**src/rtl/seg7_scan_ctrl_pkg.sv**
```systemverilog
// seg7_scan_ctrl_pkg: shared scan states and width helper for the 7-segment scan controller
package seg7_scan_ctrl_pkg;

    typedef enum logic {
        ST_BLANK = 1'b0,
        ST_SHOW  = 1'b1
    } state_t;

    function automatic int cw(input int n);
        return (n > 1) ? $clog2(n) : 1;
    endfunction

endpackage

```
**src/rtl/seg7_scan_ctrl_if.sv**
```systemverilog
// seg7_scan_ctrl_if: datapath/decoder/display-pin bundle of the scan controller
interface seg7_scan_ctrl_if #(
    parameter int NUM_DIGITS = 4
);
    logic                    load;
    logic [4*NUM_DIGITS-1:0] data_in;
    logic [3:0]              dig_code;
    logic [6:0]              seg_in;
    logic [6:0]              seg_out;
    logic [NUM_DIGITS-1:0]   an_n;
    logic                    pending;
    logic                    frame_tick;

    modport master (
        output load, data_in, seg_in,
        input  dig_code, seg_out, an_n, pending, frame_tick
    );

    modport slave (
        input  load, data_in, seg_in,
        output dig_code, seg_out, an_n, pending, frame_tick
    );
endinterface

```
**src/rtl/seg7_prescaler.sv**
```systemverilog
// seg7_prescaler: slot counter, digit index and slot/frame/blank flags
module seg7_prescaler
    import seg7_scan_ctrl_pkg::*;
#(
    parameter int  NUM_DIGITS = 4,
    parameter int  SCAN_DIV   = 1000,
    parameter int  BLANK_CYC  = 16,
    localparam int CW         = cw(SCAN_DIV),
    localparam int IW         = cw(NUM_DIGITS)
) (
    input  logic          clk,
    input  logic          rst,
    output logic [CW-1:0] cnt,
    output logic [IW-1:0] idx,
    output logic          slot_end,
    output logic          frame_end,
    output logic          in_blank
);
    assign slot_end  = cnt == CW'(SCAN_DIV - 1);
    assign frame_end = slot_end && idx == IW'(NUM_DIGITS - 1);
    assign in_blank  = cnt < CW'(BLANK_CYC);

    // wrap cnt every slot and step to the next digit on each wrap
    always_ff @(posedge clk) begin
        if (rst) begin
            cnt <= '0;
            idx <= '0;
        end else begin
            cnt <= slot_end ? '0 : cnt + CW'(1);
            if (slot_end) idx <= frame_end ? '0 : idx + IW'(1);
        end
    end
endmodule

```
**src/rtl/seg7_scan_ctrl.sv**
```systemverilog
// seg7_scan_ctrl: double-buffered multiplexed 7-segment scan; `define SEG7_LZB_EN enables leading-zero blanking
module seg7_scan_ctrl
    import seg7_scan_ctrl_pkg::*;
#(
    parameter int NUM_DIGITS = 4,
    parameter int SCAN_DIV   = 1000,
    parameter int BLANK_CYC  = 16
) (
    input logic             clk,
    input logic             rst,
    seg7_scan_ctrl_if.slave bus
);
    localparam int CW = cw(SCAN_DIV);
    localparam int IW = cw(NUM_DIGITS);

    logic [CW-1:0]           cnt;
    logic [IW-1:0]           idx;
    logic                    slot_end, frame_end, in_blank;
    logic [4*NUM_DIGITS-1:0] active, shadow;
    logic                    pending_r;
    logic [6:0]              seg_r;
    logic [NUM_DIGITS-1:0]   lit;
    logic                    show;
    state_t                  state, state_nx;

    seg7_prescaler #(
        .NUM_DIGITS(NUM_DIGITS),
        .SCAN_DIV  (SCAN_DIV),
        .BLANK_CYC (BLANK_CYC)
    ) u_presc (
        .clk      (clk),
        .rst      (rst),
        .cnt      (cnt),
        .idx      (idx),
        .slot_end (slot_end),
        .frame_end(frame_end),
        .in_blank (in_blank)
    );

    // shadow captures loads anytime; active only swaps at the frame boundary so a frame never tears
    always_ff @(posedge clk) begin
        if (rst) begin
            shadow    <= '0;
            active    <= '0;
            pending_r <= 1'b0;
        end else begin
            if (bus.load) shadow <= bus.data_in;
            if (frame_end && pending_r) active <= shadow;
            pending_r <= bus.load || (pending_r && !frame_end);
        end
    end

    // slot phase register
    always_ff @(posedge clk) begin
        state <= rst ? ST_BLANK : state_nx;
    end

    // enter SHOW after the last blank cycle, return to BLANK after the slot's last cycle
    always_comb begin
        state_nx = (slot_end || (in_blank && cnt != CW'(BLANK_CYC - 1))) ? ST_BLANK : ST_SHOW;
        show     = !rst && state == ST_SHOW && lit[idx];
    end

    // a digit stays dark when it and every more significant digit are zero; digit 0 always lit
    always_comb begin
        lit = '1;
`ifdef SEG7_LZB_EN
        for (int k = 1; k < NUM_DIGITS; k++) lit[k] = |(active >> (4 * k));
`endif
    end

    // sample the decoder only while showing so the first SHOW cycle drives no stale pattern
    always_ff @(posedge clk) begin
        seg_r <= show ? bus.seg_in : '0;
    end

    assign bus.dig_code   = active[4*idx +: 4];
    assign bus.an_n       = show ? ~(NUM_DIGITS'(1) << idx) : '1;
    assign bus.seg_out    = show ? seg_r : '0;
    assign bus.pending    = pending_r;
    assign bus.frame_tick = frame_end && !rst;
endmodule

```
**src/flat_wrapper.sv**
```systemverilog
// flat-port wrapper written by rule: the top's interface ports become plain ports
module seg7_scan_ctrl_flat import seg7_scan_ctrl_pkg::*;
#(
    parameter int NUM_DIGITS = 4,
    parameter int SCAN_DIV   = 1000,
    parameter int BLANK_CYC  = 16
)
  (clk, rst, bus_load, bus_data_in, bus_seg_in, bus_dig_code, bus_seg_out, bus_an_n, bus_pending, bus_frame_tick);
  seg7_scan_ctrl_if #(.NUM_DIGITS(NUM_DIGITS)) bus_i ();
  input logic clk;
  input logic rst;
  input wire logic [$bits(bus_i.load)-1:0] bus_load;
  input wire logic [$bits(bus_i.data_in)-1:0] bus_data_in;
  input wire logic [$bits(bus_i.seg_in)-1:0] bus_seg_in;
  output wire logic [$bits(bus_i.dig_code)-1:0] bus_dig_code;
  output wire logic [$bits(bus_i.seg_out)-1:0] bus_seg_out;
  output wire logic [$bits(bus_i.an_n)-1:0] bus_an_n;
  output wire logic [$bits(bus_i.pending)-1:0] bus_pending;
  output wire logic [$bits(bus_i.frame_tick)-1:0] bus_frame_tick;
  assign bus_i.load = bus_load;
  assign bus_i.data_in = bus_data_in;
  assign bus_i.seg_in = bus_seg_in;
  assign bus_dig_code = bus_i.dig_code;
  assign bus_seg_out = bus_i.seg_out;
  assign bus_an_n = bus_i.an_n;
  assign bus_pending = bus_i.pending;
  assign bus_frame_tick = bus_i.frame_tick;
  seg7_scan_ctrl #(.NUM_DIGITS(NUM_DIGITS), .SCAN_DIV(SCAN_DIV), .BLANK_CYC(BLANK_CYC)) u_core (.clk(clk), .rst(rst), .bus(bus_i));
endmodule
```
**config.mk**
```make
export PLATFORM = sky130hd
export DESIGN_NAME = seg7_scan_ctrl_flat
export DESIGN_NICKNAME = d
export VERILOG_FILES = /design/src/rtl/seg7_scan_ctrl_pkg.sv /design/src/rtl/seg7_scan_ctrl_if.sv /design/src/rtl/seg7_prescaler.sv /design/src/rtl/seg7_scan_ctrl.sv /design/src/flat_wrapper.sv
export SDC_FILE = /design/constraint.sdc
export NUM_CORES = 1
export LEC_CHECK = 0
export BUFFER_PORTS_ARGS = -buffer_cell sky130_fd_sc_hd__buf_2
export CELL_PAD_IN_SITES_DETAIL_PLACEMENT = 0
export CELL_PAD_IN_SITES_GLOBAL_PLACEMENT = 1
export CORE_MARGIN = 3
export CORE_UTILIZATION = 44
export DETAILED_ROUTE_END_ITERATION = 10
export GPL_TIMING_DRIVEN = 0
export PLACE_DENSITY_LB_ADDON = 0.2
export SYNTH_ARGS = -nofsm -noshare
export SYNTH_HDL_FRONTEND = slang
export SYNTH_SLANG_ARGS = --single-unit
export TNS_END_PERCENT = 30
```
**constraint.sdc**
```tcl
create_clock -name clk -period 4.1 [get_ports clk]
set_input_delay 0.41 -clock clk [delete_from_list [all_inputs] [get_ports clk]]
set_output_delay 0.41 -clock clk [all_outputs]
set_load 0.05 [all_outputs]
```
* Word level (Yosys, flattened, before mapping)
Cells that the tools add are included.
** Storage, ports and cells
- Bits in registers :: 53
- Input port bits :: 26
- Output and inout port bits :: 17
- Word-level logic and storage cells :: 35
** Operators by class
- Add/subtract/negate cells :: 2
- $lt $le $gt $ge :: 2
- Eq/ne operators :: 3
- Shifts and indexed selects :: 2
- Multiplexer cells :: 6
- Bitwise gates (word level) :: 1
- Reductions and logical operators :: 12
** Operator list (number)
- variable part select 16 x 5 -> 4 bit :: 1
- adder 10 x 1 -> 10 bit (second input constant) :: 1
- == test 10 bit (second input constant) :: 1
- less-than comparator 10 x 5 -> 1 bit (second input constant) :: 1
- != test 10 x 4 -> 1 bit (second input constant) :: 1
- logical AND 1 bit :: 7
- two-way mux 7 bit :: 1
- two-way mux 4 bit :: 1
- NOT 4 bit :: 1
- << shifter 1 x 2 -> 4 bit (first input constant) :: 1
- less-than comparator 2 x 3 -> 1 bit (second input constant) :: 1
- adder 2 x 1 -> 2 bit (second input constant) :: 1
- binary-select mux 1 bit (select 2 bit) :: 1
- == test 2 bit (second input constant) :: 1
- logical NOT 1 bit :: 2
- logical OR 1 bit :: 2
- two-way mux 1 bit :: 2
- two-way mux 2 bit :: 1
- OR reduction 2 bit :: 1

* Logic depth before layout (Yosys ltp)
Gate-level depths: netlist of the first run.
- Depth after elaboration :: 5
- Mapped depth :: 6
- Gate-level depth less buffers :: 5

* By module
A second synthesis of the first run with hierarchy kept.
** Unflattened totals
- Cell total of the unflattened synthesis :: 227
- Area total of the unflattened synthesis :: 2143.3 sq um
** By module, submodules not included
- seg7_scan_ctrl :: times used 1, cells an instance 166, area an instance 1560.2 sq um, seq. area each 820.8 sq um
- seg7_prescaler :: times used 1, cells an instance 61, area an instance 583.1 sq um, seq. area each 240.2 sq um

* Worst setup path after synthesis of the first run
No wires, ideal clock.
- Path type :: register to output
- From :: reg u_core.u_presc.cnt[0]
- To :: out bus_frame_tick
- Arrival :: 2.552 ns
- Required time :: 3.690 ns
- Path slack :: 1.138 ns
- Cell stages (with the launch flop) :: 5
- Path buffers :: 0
- Cells stage by stage :: dfxtp_1 -> ha_1 -> nand4b_4 -> or2_2 -> nor4_1
** Between the ends
- Longest elaborated chain between the ends :: 3
** Ends and longest elaborated chain
- start, declared :: RTL line seg7_prescaler.sv:13 : output logic [CW-1:0] cnt,
- start signal, assigned :: RTL line seg7_prescaler.sv:29 : cnt <= slot_end ? '0 : cnt + CW'(1);
- == test 10 bit :: RTL line seg7_prescaler.sv:19 : assign slot_end = cnt == CW'(SCAN_DIV - 1);
- logical AND 1 bit :: RTL line seg7_prescaler.sv:20 : assign frame_end = slot_end && idx == IW'(NUM_DIGITS - 1);
- logical AND 1 bit :: RTL line seg7_scan_ctrl.sv:81 : assign bus.frame_tick = frame_end && !rst;
- end, declared :: RTL line flat_wrapper.sv:19 : output wire logic [$bits(bus_i.frame_tick)-1:0] bus_frame_tick;
No other way between the ends.

* Worst setup path in the final report of the first run
Ends and elaborated chain as after synthesis.

==> results.txt, run 1 <==
0 antenna diodes ended up in the layout. The number of warnings reported in the yosys synthesis log is 0. Dividing the detail-routed via count by the number of cells gives about 4.6.

The type of the setup path with the least slack is reg2out. The analysis attributes to cell leakage a power of 1.06 nW. The y dimension of the die came out at roughly 76 microns. The ratio of cells with drive above 1 in the final layout is 22.6%. The routability-driven placement congestion ratio came out at 0.799. The number of inserted filler cells in the final layout came out at about 420. In the layout the commonest cells are sky130_fd_sc_hd__dfxtp_1, sky130_fd_sc_hd__nor2_1, sky130_fd_sc_hd__buf_2. The number of nets in the synthesized netlist is ~240. The biggest fanout along the worst timing path came out at 4. The die covers 0.00579 sq mm.

The placed wire-length estimate after detailed placement came out at 2930 microns. In this run the most critical hold path is launched from bus_seg_in[0]. For the worst setup path, the data arrival time is 2.00 ns. The effective utilization at floorplan is between 40% and 50%. Setup repair after global routing left no endpoint under its margin. The distinct cell type count of the synthesized netlist came out at 29. The count of cells in the finished layout, fillers not included, comes to ~330.

The root buffer cell chosen for the clock tree is sky130_fd_sc_hd__clkbuf_8. The design internal power came out at around 0.7 mW. The buffer count from post-CTS setup fixing is 0. Across the VDD grid, the largest voltage drop is approximately 240 uV. Counting the buffers created by CTS gives 5. Static timing analysis puts the maximum clock frequency at roughly 410 MHz. The minimum clock period came out at around 2.4 ns. For this run, the register share of the synthesized area comes to around half. The clock net in this run drives a total of 53 sinks. The wire length of the first global-routing pass is approximately 6700 microns. The die outline width is about 76 microns. Combinational logic burns 7.2% of the power.

The total chip power came out at slightly above 0.9 mW. The routed wirelength normalized by instance count is between 10 and 15 microns. The power density over the cells came out at roughly 360 mW/mm^2.

Sequential cells burn roughly 60% of the power. The worst clock skew on the final layout came out at 0.0113 ns. The transition at the pin with the smallest max-transition slack is ~0.64 ns. Hold repair after CTS inserted 0 buffers. The routed design has just under 4000 microns of wire. The most critical setup path has its startpoint at u_core.u_presc.cnt[0]$_SDFF_PP0_.

The number of antenna violations at the first check in global routing is 0. The register-to-register setup slack came out at approximately 2.1 ns. The number of gates given a new drive strength after cts came out at 0. At the later pin of the worst-skew pair, clock insertion delay measures about 0.31 ns. The count of input and output buffers came out at 40.

The largest net degree at the start of global routing came out at 19. The number of maximum-capacitance violations came out at 0. The violation count after the first detailed-routing iteration is 36. The placeable core region is 0.00453 sq mm. The share of total power consumed by net switching is roughly 25%. Adding up every negative setup slack in the final design gives 0 ns. The average cell area after synthesis came out at 10.1 sq um. The worst endpoint required time is about 3.7 ns. The count of endpoints failing setup in the final report is 0. Leaving out fill and tap cells, the most frequent cell in the layout is sky130_fd_sc_hd__dfxtp_1.

The synthesized area is ~0.0022 sq mm. Global routing used between 10% and 20% of the available tracks across all layers. The worst setup path is launched from a flip-flop. The count of H-tree levels built during CTS is 2. The worst pin sits at a relative slew slack of 56.9%. The clock transition at the registers of the reported paths is approximately 0.1 ns.

The total overflow reported by the global router came out at 0. The number of design rule violations left after detail routing is 0. TritonCTS built the clock tree. The synthesized instance count came out at approximately 210. The share of the clock period used by the worst path is 58.8%. The layout overhead on the synthesized area is 17.4%. The number of global-route vias before repair came out at between 1k and 1.5k. The final max-slew violation count is 0. The maximum buffer depth of the clock tree came out at 2. In this run the count of I/O pins placed on the die edge is 43.

For this run, the detailed router's first-pass iteration total came to 4. The number of placed instances, taps included, is between 300 and 400. The final count of hold timing violations came out at 0. The routed layout has 1512 vias. The total number of nets in the final design came out at around 290. The part of the power in the clock network came out at between 30% and 40%. The worst setup path is captured at an output pin. The number of rows created at floorplan came out at 24.

In this run the worst hold path is classified as in2reg. In this run the power spent charging and discharging nets is ~0.22 mW. The number of flip-flops and latches in the synthesized netlist came out at 53. The worst register-to-register path begins at u_core.u_presc.cnt[0]$_SDFF_PP0_. The final antenna-violating net count is 0. The flow ran to the end, and the final reports show no timing, DRC or antenna violations.
## worst max-delay path, cell delays in order (launching register included)
cell                       delay [ns]
sky130_fd_sc_hd__dfxtp_1         0.36
sky130_fd_sc_hd__ha_1            0.28
sky130_fd_sc_hd__nand4b_4        0.15
sky130_fd_sc_hd__or2_2           0.34
sky130_fd_sc_hd__nor4_1          0.26
sky130_fd_sc_hd__buf_2           0.32
## sequential cells by signal, indices dropped and copies added, names as in the netlist
| register | flops |
|---|---|
| u_core.active | 16 |
| u_core.bus.pending | 1 |
| u_core.seg_r | 7 |
| u_core.shadow | 16 |
| u_core.state | 1 |
| u_core.u_presc.cnt | 10 |
| u_core.u_presc.idx | 2 |
## synthesized netlist by cell type
library cell	count	share of area (%)
sky130_fd_sc_hd__mux2i_1	33	15
sky130_fd_sc_hd__clkbuf_1	10	1.7
sky130_fd_sc_hd__mux4_2	4	4.2
sky130_fd_sc_hd__buf_8	1	0.69
sky130_fd_sc_hd__and2_1	14	4.1
sky130_fd_sc_hd__nand4b_4	1	1.1
sky130_fd_sc_hd__nand2b_1	1	0.29
sky130_fd_sc_hd__nor2_1	41	7.1
sky130_fd_sc_hd__o21ai_0	1	0.23
sky130_fd_sc_hd__nand4_1	1	0.29
sky130_fd_sc_hd__ha_1	5	2.9
sky130_fd_sc_hd__nand3_1	5	1.2
sky130_fd_sc_hd__nand2_1	9	1.6
sky130_fd_sc_hd__o211ai_1	1	0.35
sky130_fd_sc_hd__or3_1	3	0.87
sky130_fd_sc_hd__inv_1	7	1.2
sky130_fd_sc_hd__a31oi_1	1	0.29
sky130_fd_sc_hd__nand4_2	1	0.58
sky130_fd_sc_hd__nor3_1	1	0.23
sky130_fd_sc_hd__nor2b_1	1	0.29
sky130_fd_sc_hd__nor4_1	3	0.87
sky130_fd_sc_hd__nor4_4	1	0.98
sky130_fd_sc_hd__xnor2_1	3	1.2
sky130_fd_sc_hd__dfxtp_1	53	49
sky130_fd_sc_hd__or2_2	2	0.58
sky130_fd_sc_hd__buf_2	1	0.23
sky130_fd_sc_hd__a41oi_1	1	0.41
sky130_fd_sc_hd__xor2_1	2	0.81
sky130_fd_sc_hd__a21oi_1	6	1.4
## kinds of logic (layout without fill, tap and decap cells)
family	after synthesis	count (layout)	synth area share, %
xor gates and xnor gates	5	5	2.03
muxes	37	37	19.5
AOI/OAI and AO/OA	10	10	2.66
buffers and inverters	19	67	3.88
and+or+nand+nor	84	84	20.0
DFF	53	53	49.1
adders and majority gates	5	5	2.90
## power groups by stage
stage	clock network (mW)	registers [mW]	logic, mW
2_1_floorplan	0	0.558	0.0429
5_1_grt	0.332	0.549	0.0736
4_1_cts	0.311	0.547	0.0667
6_report	0.298	0.547	0.0655
3_5_place_dp	0	0.558	0.0666
3_3_place_gp	0	0.558	0.0651
## metrics by stage
step	area [sq um]	hold slack, ns	utilization, %	setup slack [ns]
2_1_floorplan	2160	0.418	-	1.14
3_3_place_gp	2440	0.431	53.9	1.95
3_5_place_dp	2440	0.444	53.9	1.96
4_1_cts	2540	0.287	55.9	1.64
5_1_grt	2540	0.295	55.9	1.56
6_report	2540	0.294	55.9	1.69
## area by class of cell
type / instances / area, sq um / share of cell area (%)
Timing Repair Buffer: 40 / 200 / 7.89
Buffer: 12 / 57.6 / 2.27
Inverter: 7 / 26.3 / 1.04
Multi-Input combinational cell: 141 / 1020 / 40.1
Clock buffer: 5 / 68.8 / 2.71
Clock inverter: 3 / 25.0 / 0.987
Sequential cell: 53 / 1060 / 41.8
Tap cell: 65 / 81.3 / 3.21
## layer usage
metal  GRT usage, %  part of all wire, %  up-vias
met5              0                    0        -
met4           5.43                  1.6        0
met3           4.02                  5.3        6
met2           21.2                   41       29
met1           20.0                   52      673
li1               -                    -      804
## path summary, 6_finish.rpt
path	end	cells past startpoint
max	bus_frame_tick	5
min reg2reg	u_core.u_presc.cnt[0]$_SDFF_PP0_	1
min	u_core.seg_r[0]$_SDFF_PN0_	2
max reg2reg	u_core.active[1]$_SDFFE_PP0P_	6
No activity file was read; power rests on OpenSTA's default activity.
==> run 2, diff against run 1 <==
Settings changed: CORE_UTILIZATION 44 to 41.
Clock period 4.1 ns to 2.25 ns, I/O delays scaled along.
==> run 2 against run 1 <==
Non-clock buffer count did not move. Global-route usage fell by 0.18 points. Sequential share of layout area fell by 0.51 points. Clock-buffer cell count rose by 1. Clock skew barely moved. Die area rose by 6.7%. Via count rose by 0.93%. Sequential cell count did not move. Hold slack got worse by 0.17 ns. Combinational power rose by 83%. Critical path type unchanged. Largest cell class unchanged.
==> results.txt, run 2 (same netlist as run 1, synthesis figures left out) <==
The count of input and output buffers came out at 40. The routability-driven placement congestion ratio is between 0.7 and 0.8. The total CTS buffers is 5.

The number of vias in the routed layout is approximately 1.5k. Static timing analysis puts the maximum clock frequency at approximately 470 MHz. Hold is met by roughly 0.13 ns. The internal power of the cells totals about 1.4 mW.

The completed layout was analyzed and its total power is about 1.8 mW. The final cell count without fillers came out at 328. The number of global-route vias before repair came out at about 1.4k. The sequential power share came out at 56.8%.

The y dimension of the die is 78.6 microns. TritonCTS built the clock tree. The die is about 80 microns wide. STA classifies the critical path endpoint as an output pin. Clock skew on the completed layout was measured at roughly 0.011 ns. The final total negative setup slack is 0 ns.

The clock latency on the worst-skew pair came out at roughly 0.30 ns. In this run switching power makes up between 20% and 30% of total power. The most common cell after layout, fill and taps aside is sky130_fd_sc_hd__dfxtp_1. In the layout the commonest cells are sky130_fd_sc_hd__dfxtp_1, sky130_fd_sc_hd__nor2_1, sky130_fd_sc_hd__buf_2. The number of iterations in the first detailed-routing pass is 4. The number of placed instances, taps included, is 320.

The leakage power summed over all cells is 1.07 nW. The violation count after the first detailed-routing iteration came out at between 70 and 80. The power density over the cells came out at about 680 mW/mm^2. Along the worst path, the maximum fanout reaches 4. The routed wirelength normalized by instance count came out at between 10 and 15 microns. The number of antenna violations at the first check in global routing came out at 0.

Of the cells placed in the final design, the portion with a size suffix greater than 1 is about 23%. The net switching power of the design came out at 0.394 mW. The worst setup path is launched from a flip-flop. The vias per cell is ~4.7.

For this run, the total global-route usage over all layers was measured as between 10% and 20%. Setup violations remaining at the end of the flow were counted as 0. The final max-slew violation count is 0. The wire length of the first global-routing pass is slightly below 7000 microns.

The worst-case headroom to the max-slew limit is about 54%. The minimum clock period is around 2.1 ns. The clock tree root driver cell is sky130_fd_sc_hd__clkbuf_8. The maximum ir drop on the vdd rail came out at between 300 and 400 uV. The total overflow reported by the global router came out at 0. The final count of hold timing violations was 0. The final antenna-violating net count came out at 0. After floorplanning, the core was sized to cover between 0.004 and 0.005 sq mm. The cell at the slowest stage of the critical path is sky130_fd_sc_hd__dfxtp_1.

The arrival time at the worst endpoint came out at between 1.5 and 2 ns. The maximum buffer depth of the clock tree came out at 2. The floorplan step defined a die boundary enclosing 0.00618 sq mm. The biggest cell delay along the critical path is roughly 0.36 ns. The layout overhead on the synthesized area came out at 18.8%.

The largest registers in the layout are u_core.active x16, u_core.shadow x16, u_core.u_presc.cnt x10. The run finished with clean final reports. Walking the worst path, the cells encountered are ha_2 > nand4b_4 > or2_2 > nor4_2 > clkbuf_4.

The H-tree was split into 2 levels. The critical path is of the reg2out type. The total number of nets in the final design is 291. The number of rows created at floorplan came out at 25. The number of design rule violations left after detail routing came out at 0. Across the run, the number of max-cap violations was 0. In this run, the combinational gates consume approximately 6.9% of the power. The wire length after detailed routing came out at between 4000 and 5000 microns. The placed wire-length estimate after detailed placement is 2990 microns. The part of the power in the clock network is between 30% and 40%. For this design, the sink count on the clock tree is 53. The worst hold path belongs to the class in2reg. The share of the clock period used by the worst path is around 95%.

Once the floorplan was initialized, standard cells occupied 44.0% of the core. The clock transition at the registers of the reported paths is roughly 0.09 ns. At the worst endpoint, the required time is 2.03 ns. The largest net degree at the start of global routing came out at 17. After clock tree synthesis, the setup repair step added 0 buffers. The number of placed I/O pins is 43. The antenna cell count is 0. At the pin with the least slew margin, the transition time is slightly below 0.7 ns.
==> run 2: cell types whose count changed in the layout (fill, tap and decap cells not counted), sizes merged <==
cell	delta
clkinvlp	-1
inv	-1
bufinv	+1
clkbuf	+2
buf	-1
==> run 2: final timing paths <==
check | from | to | slack, ns | cells past startpoint
max | u_core.u_presc.cnt[0]$_SDFF_PP0_ | bus_frame_tick | 0.12 | 5
min | bus_seg_in[4] | u_core.seg_r[4]$_SDFF_PN0_ | 0.13 | 2
max reg2reg | u_core.u_presc.cnt[0]$_SDFF_PP0_ | u_core.active[0]$_SDFFE_PP0P_ | 0.23 | 6
min reg2reg | u_core.u_presc.cnt[0]$_SDFF_PP0_ | u_core.u_presc.cnt[0]$_SDFF_PP0_ | 0.46 | 1
==> run 2: area by class of cell <==
type | count | area [sq um]
clock inverters | 2 | 38.8
repair buffers | 40 | 203
plain buffers | 12 | 57.6
inverters | 7 | 26.3
clock buffers | 6 | 72.6
flip-flops and latches | 53 | 1060
fillers | 469 | 2340
well taps | 67 | 83.8
multi-input cells | 141 | 1020
==> run 2: critical path: cells and delay by family, from the launching register on <==
kind / cells / cell delay (ns)
fa+ha+maj: 1 / 0.25
buf+inv: 1 / 0.28
flops: 1 / 0.36
simple gates: 3 / 0.72
==> run 2: through the flow <==
step	worst slack, ns	utilization, %	area [sq um]
after floorplan	0.0423	-	2170
after global placement	0.164	49.9	2450
after global routing	-0.00709	52.3	2570
after detailed placement	0.171	49.9	2450
after CTS	0.0300	52.2	2560
final	0.122	52.3	2570
==> run 2: timing repair <==
item,in CTS,in global routing
hold buffers,0,0
endpoints found under the setup margin,0,1
resized for setup,0,2
==> run 2: power by group through the flow <==
stage	clock network, mW	logic, mW	registers (mW)
2_1_floorplan	0	0.0783	1.02
3_5_place_dp	0	0.121	1.02
3_3_place_gp	0	0.120	1.02
6_report	0.637	0.120	0.996
4_1_cts	0.655	0.122	0.996
5_1_grt	0.699	0.137	1.00
==> run 2: layer usage <==
layer / track usage (%) / vias to the layer above / share of wire (%)
met1: 20.5 / 687 / 52
met2: 21.1 / 33 / 43
met5: 0 / - / 0
met4: 3.15 / 0 / 0.51
li1: - / 804 / -
met3: 3.90 / 2 / 4.1
